===== src/rtl/seq_divider.sv =====
// seq_divider: multi-cycle radix-2 restoring divider, signed/unsigned, with div-by-zero and overflow shortcuts
module seq_divider #(
  parameter int WIDTH = 32
) (
  input  logic             clk,
  input  logic             reset,
  input  logic             start,
  input  logic             sdiv,
  input  logic [WIDTH-1:0] a,
  input  logic [WIDTH-1:0] b,
  output logic             busy,
  output logic             done,
  output logic [WIDTH-1:0] Quotient,
  output logic [WIDTH-1:0] Remainder,
  output logic [3:0]       DivFlags
);
  typedef enum logic [1:0] {IDLE, CALC, FIX, DONE} state_t;
  localparam int CW = $clog2(WIDTH + 1);
  state_t r_state, w_next;
  logic [CW-1:0] r_cnt;
  logic [WIDTH-1:0] r_q, r_rem, r_bm, r_quot, r_remd;
  logic [3:0] r_flags;
  logic r_neg_q, r_neg_r, r_c, r_v, r_done;
  logic w_a_neg, w_b_neg, w_div0, w_ovf, w_ge;
  logic [WIDTH:0] w_shift;
  logic [WIDTH-1:0] w_sub;
  assign w_a_neg = sdiv & a[WIDTH-1];
  assign w_b_neg = sdiv & b[WIDTH-1];
  assign w_div0  = b == '0;
  assign w_ovf   = sdiv && a == {1'b1, {(WIDTH-1){1'b0}}} && &b;
  // r_q starts as the dividend magnitude and shifts quotient bits in from the bottom
  assign w_shift = {r_rem, r_q[WIDTH-1]};
  assign w_ge    = w_shift >= {1'b0, r_bm};
  assign w_sub   = w_shift[WIDTH-1:0] - r_bm;
  always_ff @(posedge clk)
    if (reset) r_state <= IDLE;
    else r_state <= w_next;
  always_comb
    w_next = r_state == IDLE ? (start ? ((w_div0 || w_ovf) ? DONE : CALC) : IDLE) :
             r_state == CALC ? (r_cnt == CW'(WIDTH - 1) ? FIX : CALC) :
             r_state == FIX  ? DONE : IDLE;
  always_comb begin
    busy      = r_state != IDLE;
    done      = r_done;
    Quotient  = r_quot;
    Remainder = r_remd;
    DivFlags  = r_flags;
  end
  always_ff @(posedge clk)
    if (reset) begin
      r_cnt   <= '0;
      r_q     <= '0;
      r_rem   <= '0;
      r_bm    <= '0;
      r_neg_q <= 1'b0;
      r_neg_r <= 1'b0;
      r_c     <= 1'b0;
      r_v     <= 1'b0;
      r_done  <= 1'b0;
      r_quot  <= '0;
      r_remd  <= '0;
      r_flags <= '0;
    end else begin
      r_done <= r_state == DONE;
      if (r_state == IDLE && start) begin
        r_q     <= w_div0 ? '1 : w_ovf ? a : w_a_neg ? -a : a;
        r_rem   <= w_div0 ? a : '0;
        r_bm    <= w_b_neg ? -b : b;
        r_neg_q <= w_a_neg ^ w_b_neg;
        r_neg_r <= w_a_neg;
        r_c     <= w_div0;
        r_v     <= w_ovf;
        r_cnt   <= '0;
      end
      if (r_state == CALC) begin
        r_rem <= w_ge ? w_sub : w_shift[WIDTH-1:0];
        r_q   <= {r_q[WIDTH-2:0], w_ge};
        r_cnt <= r_cnt + 1'b1;
      end
      if (r_state == FIX) begin
        r_q   <= r_neg_q ? -r_q : r_q;
        r_rem <= r_neg_r ? -r_rem : r_rem;
      end
      if (r_state == DONE) begin
        r_quot  <= r_q;
        r_remd  <= r_rem;
        r_flags <= {r_q[WIDTH-1], r_q == '0, r_c, r_v};
      end
    end
endmodule


===== config.mk =====
export PLATFORM = sky130hd
export DESIGN_NAME = seq_divider
export DESIGN_NICKNAME = d
export VERILOG_FILES = /design/src/rtl/seq_divider.sv
export SDC_FILE = /design/constraint.sdc
export NUM_CORES = 1
export LEC_CHECK = 0
export CORE_ASPECT_RATIO = 0.7
export CORE_MARGIN = 5
export CORE_UTILIZATION = 38
export CTS_CLUSTER_DIAMETER = 80
export CTS_CLUSTER_SIZE = 10
export DETAILED_ROUTE_END_ITERATION = 7
export PLACE_DENSITY_LB_ADDON = 0.05
export SLEW_MARGIN = 40
export SYNTH_ARGS = -nofsm -noshare
export SYNTH_HDL_FRONTEND = slang
export SYNTH_SLANG_ARGS = --single-unit

===== constraint.sdc =====
create_clock -name clk -period 6.9 [get_ports clk]
set_input_delay 0.69 -clock clk [delete_from_list [all_inputs] [get_ports clk]]
set_output_delay 0.69 -clock clk [all_outputs]
set_load 0.05 [all_outputs]

== Word-level counts from Yosys, hierarchy flattened ==
Cells that the tools add are included.
Storage, ports and cells
  input bits: 68
  register bits after elaboration: 177
Operators by class
  muxes and demuxes: 22
  add/subtract/negate cells: 6
  order comparisons: 1
  equal/unequal tests: 7
  reductions and logical operators: 13
  bitwise operators: 3
Operators with widths (number)
  $mux 32: 14
  $neg 32->32: 4
  $logic_not 32->1: 2
  $ge 33x32->1: 1
  $eq 32x32->1 const B: 1
  $reduce_and 32->1: 1
  $sub 32x32->32: 1
  $mux 2: 6
  $mux 6: 2
  $add 6x1->6 const B: 1
  $eq 6x5->1 const B: 1
  $eq 2x2->1 const B: 2
  $ne 2x2->1 const B: 2
  $reduce_and 2->1: 2
  $reduce_bool 2->1: 2
  $logic_and 1x1->1: 3
  $reduce_bool 3->1: 1
  $and 1x1->1: 2
  $eq 2x1->1 const B: 1
  $logic_not 2->1: 1
  $logic_or 1x1->1: 1
  $xor 1x1->1: 1

== Longest topological paths before layout ==
Gate-level depths: netlist (run 1).
  depth in word-level cells: 8
  depth in mapped cells: 14
  mapped depth without buffers: 12

== Worst setup path before layout (run 1) ==
OpenSTA, ideal clock, no wires.
  path kind: flip-flop to flip-flop
  start: register r_rem[11]
  end: register r_rem[22]
  arrival time: 3.081 ns
  path slack: 3.697 ns
  setup time: 0.122 ns
  buffers on the path: 2
  required time: 6.778 ns
  cell stages (with the launch flop): 13
  cells stage by stage: dfxtp_1 > ha_1 > clkbuf_1 > a21oi_1 > o21ai_0 > a21oi_1 > o211ai_1 > a41o_1 > a2111oi_4 > buf_2 > mux2_2 > a221oi_1 > nor2_1
Between the ends
  cells in the longest elaborated chain, start to end: 4
  elaborated cells between the ends (all ways): 7
  those cells by class: add/sub: 2; order compare: 1; mux: 4
RTL lines
  from (decl): line 21  | logic [WIDTH-1:0] r_q, r_rem, r_bm, r_quot, r_remd;
  from (signal assigned): line 67  | r_rem <= w_div0 ? a : '0;
  from (signal assigned): line 76  | r_rem <= w_ge ? w_sub : w_shift[WIDTH-1:0];
  from (signal assigned): line 82  | r_rem <= r_neg_r ? -r_rem : r_rem;
  $sub 32x32->32 or $ge 33x32->1 (tied branches): line 34, 33
  $mux 32: line 76
  $mux 32: line 75  | if (r_state == CALC) begin
  $mux 32 *: line 80  | if (r_state == FIX) begin
Mark *: on every way between the ends. The rest lies on a longest branch, timed or not. The select of a mux whose other input is x is not followed.
A chain may end at the register's enable or synchronous reset.

== Final worst setup path (run 1) ==
  start: register r_rem[11]
  end: register r_rem[14]
Same word-level chain as after synthesis.

==> results of run 1 <==
layer usage:
metal	track usage	up-vias
li1	-	5941
met1	0.389	5863
met2	0.337	446
met3	0.0555	39
met4	0.0546	0
met5	0	-
state kept, by name, summed over array words and instances (netlist names):
| name | count |
|---|---|
| Remainder | 32 |
| r_neg_q | 1 |
| r_neg_r | 1 |
| r_state | 2 |
| r_q | 32 |
| r_bm | 32 |
| Quotient | 32 |
| done | 1 |
| r_rem | 32 |
| DivFlags | 3 |
| r_cnt | 6 |
| r_v | 1 |
| r_c | 1 |
worst paths after layout:
kind                                 from  slack [ps]  depth (start not counted)   endpoint
worst max register to register  r_rem[11]        2900                         11  r_rem[14]
worst min register to register        r_v         460                          2        r_v
worst min-delay path                  r_v         460                          2        r_v
worst max-delay path            r_rem[11]        2900                         11  r_rem[14]
per-stage QoR:
stage,instance area [sq um],hold WS (ps)
2_1_floorplan,12000,432
3_3_place_gp,13600,445
3_5_place_dp,13600,452
4_1_cts,14200,462
5_1_grt,14300,489
6_report,14300,462
logic make-up (layout without fill, tap and decap cells):
| group | after synthesis | after routing |
|---|---|---|
| xor+xnor | 81 | 81 |
| fa+ha+maj | 43 | 43 |
| flops | 176 | 176 |
| compound gates | 478 | 478 |
| mux | 86 | 86 |
| buf+inv | 166 | 252 |
| simple gates | 545 | 545 |
cell usage after synthesis (all sizes together), types with 13 or more instances:
cell	count	area, sq um
mux2	13	146
dfxtp	176	3520
o221ai	17	149
nor3	50	255
a21o	18	135
a221oi	18	158
o31ai	19	143
xnor2	47	412
or4	16	120
xor2	34	298
a21oi	151	756
clkbuf	74	278
a211oi	35	263
o21ai	89	445
nand2	121	454
buf	27	130
inv	64	240
mux2i	73	731
nand3	22	110
nor2	203	762
nor4	27	196
nand2b	13	81.3
o22ai	15	93.8
a31oi	37	231
or3	25	156
nand4	17	106
ha	42	526
critical path: cells and delay by family, from the launching register on:
kind	cells	cell delay (ps)
muxes	1	420
buffers and inverters	1	470
AOI/OAI and AO/OA	7	1800
adders and majority gates	1	420
and+or+nand+nor	1	90
DFF	1	640
layout make-up:
type | instances | area [sq um] | share of cell area
multi-input combinational | 1233 | 7820 | 0.549
sequential | 176 | 3520 | 0.247
timing repair buffer | 155 | 1530 | 0.107
inverter | 65 | 244 | 0.0171
tap | 420 | 526 | 0.0369
clock inverter | 13 | 151 | 0.0106
clock buffer | 19 | 453 | 0.0318
power breakdown:
group / internal [uW] / total, uW / switching, uW
registers: 1120 / 1330 / 215
clock network: 560 / 1030 / 474
logic: 757 / 1930 / 1170
==> flow_summary.toml, run 1 <==
[cts]
cts_clock_pin_slew_for_the_worst_setup_and_hold_paths_ps = 70
post-cts-setup-buffers = 0
hold_bufs_inserted_after_cts = 0
htree_levels = 4
clock_sinks = 176
clock_insertion_delay_worst_skew_ps = 460
clk_root_buffer_cell = "sky130_fd_sc_hd__clkbuf_16"
cts_repair_resize_count = 0
tritoncts = "yes"
cts_made_buffers = 17
cts.path.max_buffers = 2

[detailed_routing]
postRouteWirelength_mm = 44.5
drcViolationCount = 0
number_of_nets_still_failing_antenna_checks_after_routing = 0
post_drt_wl_per_cell_um = 21.4
vias_per_cell = 5.91
drt_pass1_iterations = 5
drtIter0Drc = 1302
met3RoutedLength_mm = 3.75
highest_layer = "met4"
wl_met2_mm = 17.6
m1WireLength_mm = 22.6
route.vias.total = 12300

[power_and_ir_drop]
power_per_cell_area_mw_per_mm2 = 302
maximum_vdd_drop_v = 0.000150
power.total_uw = 4300
p_leak_uw = 0.00500

[worst_hold_path]
timing.hold.worst.class = "flip-flop to flip-flop"

[sta]
maxSlewViolCount = 0
max_fclk_ghz = 0.250
rsz0062_at_grt = "false"
setup_slack_ps = 2900
worst_pin_slew_ps = 845
layout_min_cycle_time_ps = 4000
setup_total_negative_slack_ps = 0
setup_viol_count_final = 0
finalHoldViolCount = 0
timing.slew.headroom = 0.437
share_of_the_clock_period_used_by_the_worst_path_after_layout = 0.579
clock_skew_after_layout_ps = 13.4

[place]
dp_hpwl_mm = 32.5
place.gp.congestion = 0.905
place_ws_ps = 2500
place_inst = 2048
port_buffers = 137

[yosys]
yosys_most_used_dff = "sky130_fd_sc_hd__dfxtp_1"
yosys.area_share.simple = 0.218
synth-warning-count = 0
synthesis.area_per_instance_sq_um = 7.60
asyncSetResetFlopFracSynth = 0
yosys-mux-area-fraction = 0.0733
mappedNetlistArea_sq_mm = 0.0120
synth_top_family_by_area = "compound AO/OA/AOI/OAI gates"
post_synth_inst_count = 1575
synth.yosys.seq_area_share = 0.295
synth_enable_flop_cells = 0
mappedNetlistNets = 1686
ys_ff_latch = 176
synth_cell_type_count = 75
synth_compound_gate_area_share = 0.255
synth-adder-area-share = 0.0456
post_synth_xor_area_fraction = 0.0593

[layout]
most_frequent_cells_in_the_layout = "sky130_fd_sc_hd__nor2_1, sky130_fd_sc_hd__dfxtp_1, sky130_fd_sc_hd__a21oi_1"
final_util = 0.459
areaGrowthSynthToFinish_pct = 19.1
commonest_non_fill_non_tap_cell_in_the_layout = "sky130_fd_sc_hd__nor2_1"
drive_gt1_frac = 0.0512
antenna_cells_inserted = 0
finalNetCount = 1759
non_filler_cells_in_the_finished_layout = 2081
fill_cells = 3159

[die]
floorplan.die.width_um = 222
initial_core_utilization = 0.385
die_area_sq_mm = 0.0352
floorplan.core_area_sq_mm = 0.0311
io_pins = 138
placementRows = 54
die_height_um = 158

[worst_setup_path]
slowest_stage = "sky130_fd_sc_hd__dfxtp_1"
critPathLaunchType = "flip-flop"
timing.critical_path.to_type = "flip-flop"
cell_breakdown_of_the_critical_path = "ha_1 > a21oi_1 > o21ai_0 > a21oi_1 > o211ai_1 > a41o_1 > a2111oi_4 > buf_4 > mux2_2 > a221oi_1 > nor4_2"
slowest_cell_delay_on_critical_path_ps = 640
crit_arrival_ps = 4320
path_common_cell = "sky130_fd_sc_hd__a21oi_1"
critPathRequiredTime_ps = 7220
timing_worst_setup_path_type = "flip-flop to flip-flop"
crit_fanout = 43

[job]
max_cap_viol_count = 0

[grt]
grt_pass1_wl_mm = 68.5
grt.total_usage = 0.247
maximum_number_of_pins_on_one_net_before_global_route_repair = 132
number_of_global_route_vias_before_repair = 11400
global_route.overflow_total = 0
antenna_found_initial = 1

[status]
outcome = "completed"
No activity file was read; power rests on OpenSTA's default activity.
==> run 2, diff against run 1 <==
clock period = 3.6 ns   (was 6.9 ns; I/O delays follow)
==> flow_summary.toml, run 2 (synthesis results as in run 1) <==
[worst_setup_path]
cell_breakdown_of_the_critical_path = "inv_1 > ha_1 > nand4_1 > nor4_1 > inv_1 > o211ai_1 > a41o_1 > a2111oi_4 > buf_12 > and2_1 > a221oi_1 > o22ai_1"
slowest_cell_delay_on_critical_path_ps = 420
critPathLaunchType = "flip-flop"
crit_arrival_ps = 3790
timing_worst_setup_path_type = "flip-flop to flip-flop"
critPathRequiredTime_ps = 3920
path_common_cell = "sky130_fd_sc_hd__inv_1"
rr_endpoint = "r_rem[30]"
crit_start = "r_bm[13]"
crit_fanout = 20
worst-r2r-cell-count = 12
timing.critical_path.to_type = "flip-flop"
slowest_stage = "sky130_fd_sc_hd__ha_1"
rrSetupSlack_ps = 140
timing.rr.start = "r_bm[13]"
crit_end = "r_rem[30]"

[sta]
share_of_the_clock_period_used_by_the_worst_path_after_layout = 0.962
timing.slew.headroom = 0.463
setup_viol_count_final = 0
setup_total_negative_slack_ps = 0
layout_min_cycle_time_ps = 3460
setup_slack_ps = 138
rsz0062_at_grt = "false"
clock_skew_after_layout_ps = 8.36
worst_pin_slew_ps = 803
maxSlewViolCount = 0
max_fclk_ghz = 0.289
finalHoldViolCount = 0

[detailed_routing]
postRouteWirelength_mm = 46.5
route.vias.total = 12700
drtIter0Drc = 1217
drcViolationCount = 0
number_of_nets_still_failing_antenna_checks_after_routing = 0
post_drt_wl_per_cell_um = 21.3
drt_pass1_iterations = 5
vias_per_cell = 5.83

[cts]
cts_made_buffers = 17
cts_clock_pin_slew_for_the_worst_setup_and_hold_paths_ps = 80
cts.path.max_buffers = 2
tritoncts = "yes"
clk_root_buffer_cell = "sky130_fd_sc_hd__clkbuf_16"
htree_levels = 4
clock_insertion_delay_worst_skew_ps = 460
post-cts-setup-buffers = 0
clock_sinks = 176

[job]
max_cap_viol_count = 0

[power_and_ir_drop]
power.total_uw = 8580
p_leak_uw = 0.00550
power_per_cell_area_mw_per_mm2 = 571
maximum_vdd_drop_v = 0.000319

[worst_hold_path]
worstHoldStart = "reset"
timing.hold.worst.class = "input port to flip-flop"

[die]
initial_core_utilization = 0.385
die_area_sq_mm = 0.0352
floorplan.core_area_sq_mm = 0.0311
io_pins = 138
placementRows = 54
floorplan.die.width_um = 222
die_height_um = 158

[layout]
multi_input_area_sq_mm = 0.00781
finalNetCount = 1859
most_frequent_cells_in_the_layout = "sky130_fd_sc_hd__nor2_1, sky130_fd_sc_hd__dfxtp_1, sky130_fd_sc_hd__a21oi_1"
commonest_non_fill_non_tap_cell_in_the_layout = "sky130_fd_sc_hd__nor2_1"
sequential_cell_area_sq_mm = 0.00352
non_filler_cells_in_the_finished_layout = 2181
areaGrowthSynthToFinish_pct = 25.5
antenna_cells_inserted = 0
drive_gt1_frac = 0.103
fill_cells = 3098
postLayoutCellArea_sq_mm = 0.0150

[grt]
number_of_global_route_vias_before_repair = 11800
grt.total_usage = 0.258
grt_pass1_wl_mm = 71.5
antenna_found_initial = 0
maximum_number_of_pins_on_one_net_before_global_route_repair = 75
global_route.overflow_total = 0

[place]
dp_hpwl_mm = 35.5
place_ws_ps = -17.8
place_inst = 2149
place.gp.congestion = 0.910
detailed_place.area_sq_mm = 0.0144
port_buffers = 137

[status]
outcome = "completed"
run 2: cell count changes in the layout (fill, tap and decap cells not counted), moves of 2 or more:
cell	delta
sky130_fd_sc_hd__clkbuf_8	-2
sky130_fd_sc_hd__buf_4	+97
sky130_fd_sc_hd__nor4_1	+2
sky130_fd_sc_hd__nor4_2	-2
sky130_fd_sc_hd__buf_12	+4
sky130_fd_sc_hd__inv_8	+3
run 2: report_power, final:
part           switching [uW]  total, uW  internal (uW)  leakage, uW
sequential                222       2370           2150      0.00144
combinational            2540       4230           1690      0.00377
clock                     931       1980           1050     0.000290
total                    3690       8580           4880      0.00550
run 2: what timing repair did:
action                                  4_1_cts  5_1_grt
endpoints found under the setup margin        0        9
hold endpoints to repair                      0        0
resized for setup                             0        2
hold buffers                                  0        0
run 2: area by class of cell:
class                   count  area share
clock inverters            15      0.0117
inverters                  65      0.0163
repair buffers            255       0.154
clock buffers              17      0.0283
well taps                 420      0.0350
flip-flops and latches    176       0.235
multi-input cells        1233       0.520
run 2: worst max-delay path, delay by kind of cell (launching register included):
family | cells | cell delay [ps]
compound gates | 5 | 1390
simple gates | 3 | 840
fa+ha+maj | 1 | 420
flops | 1 | 360
buf+inv | 3 | 310
run 2: worst min path at each step:
stage / endpoint / slack (ps) / depth (start not counted)
2_1_floorplan: r_c / 430 / 2
3_3_place_gp: r_bm[21] / 440 / 2
3_5_place_dp: r_bm[31] / 450 / 2
4_1_cts: Remainder[21] / 370 / 2
5_1_grt: Remainder[27] / 390 / 2
6_report: r_q[18] / 360 / 2
run 2: metrics by stage:
stage	util	hold slack [ps]
after floorplan	-	432
after global placement	0.464	443
after detailed placement	0.464	448
after CTS	0.483	368
after global routing	0.483	388
final	0.483	358
run 2: metal layers:
metal  track usage  share of wire  vias up
met2         0.361           0.40      527
met3        0.0866          0.096       39
met5             0              0        -
li1              -              -     6127
met4        0.0502          0.011        0
met1         0.385           0.49     6032
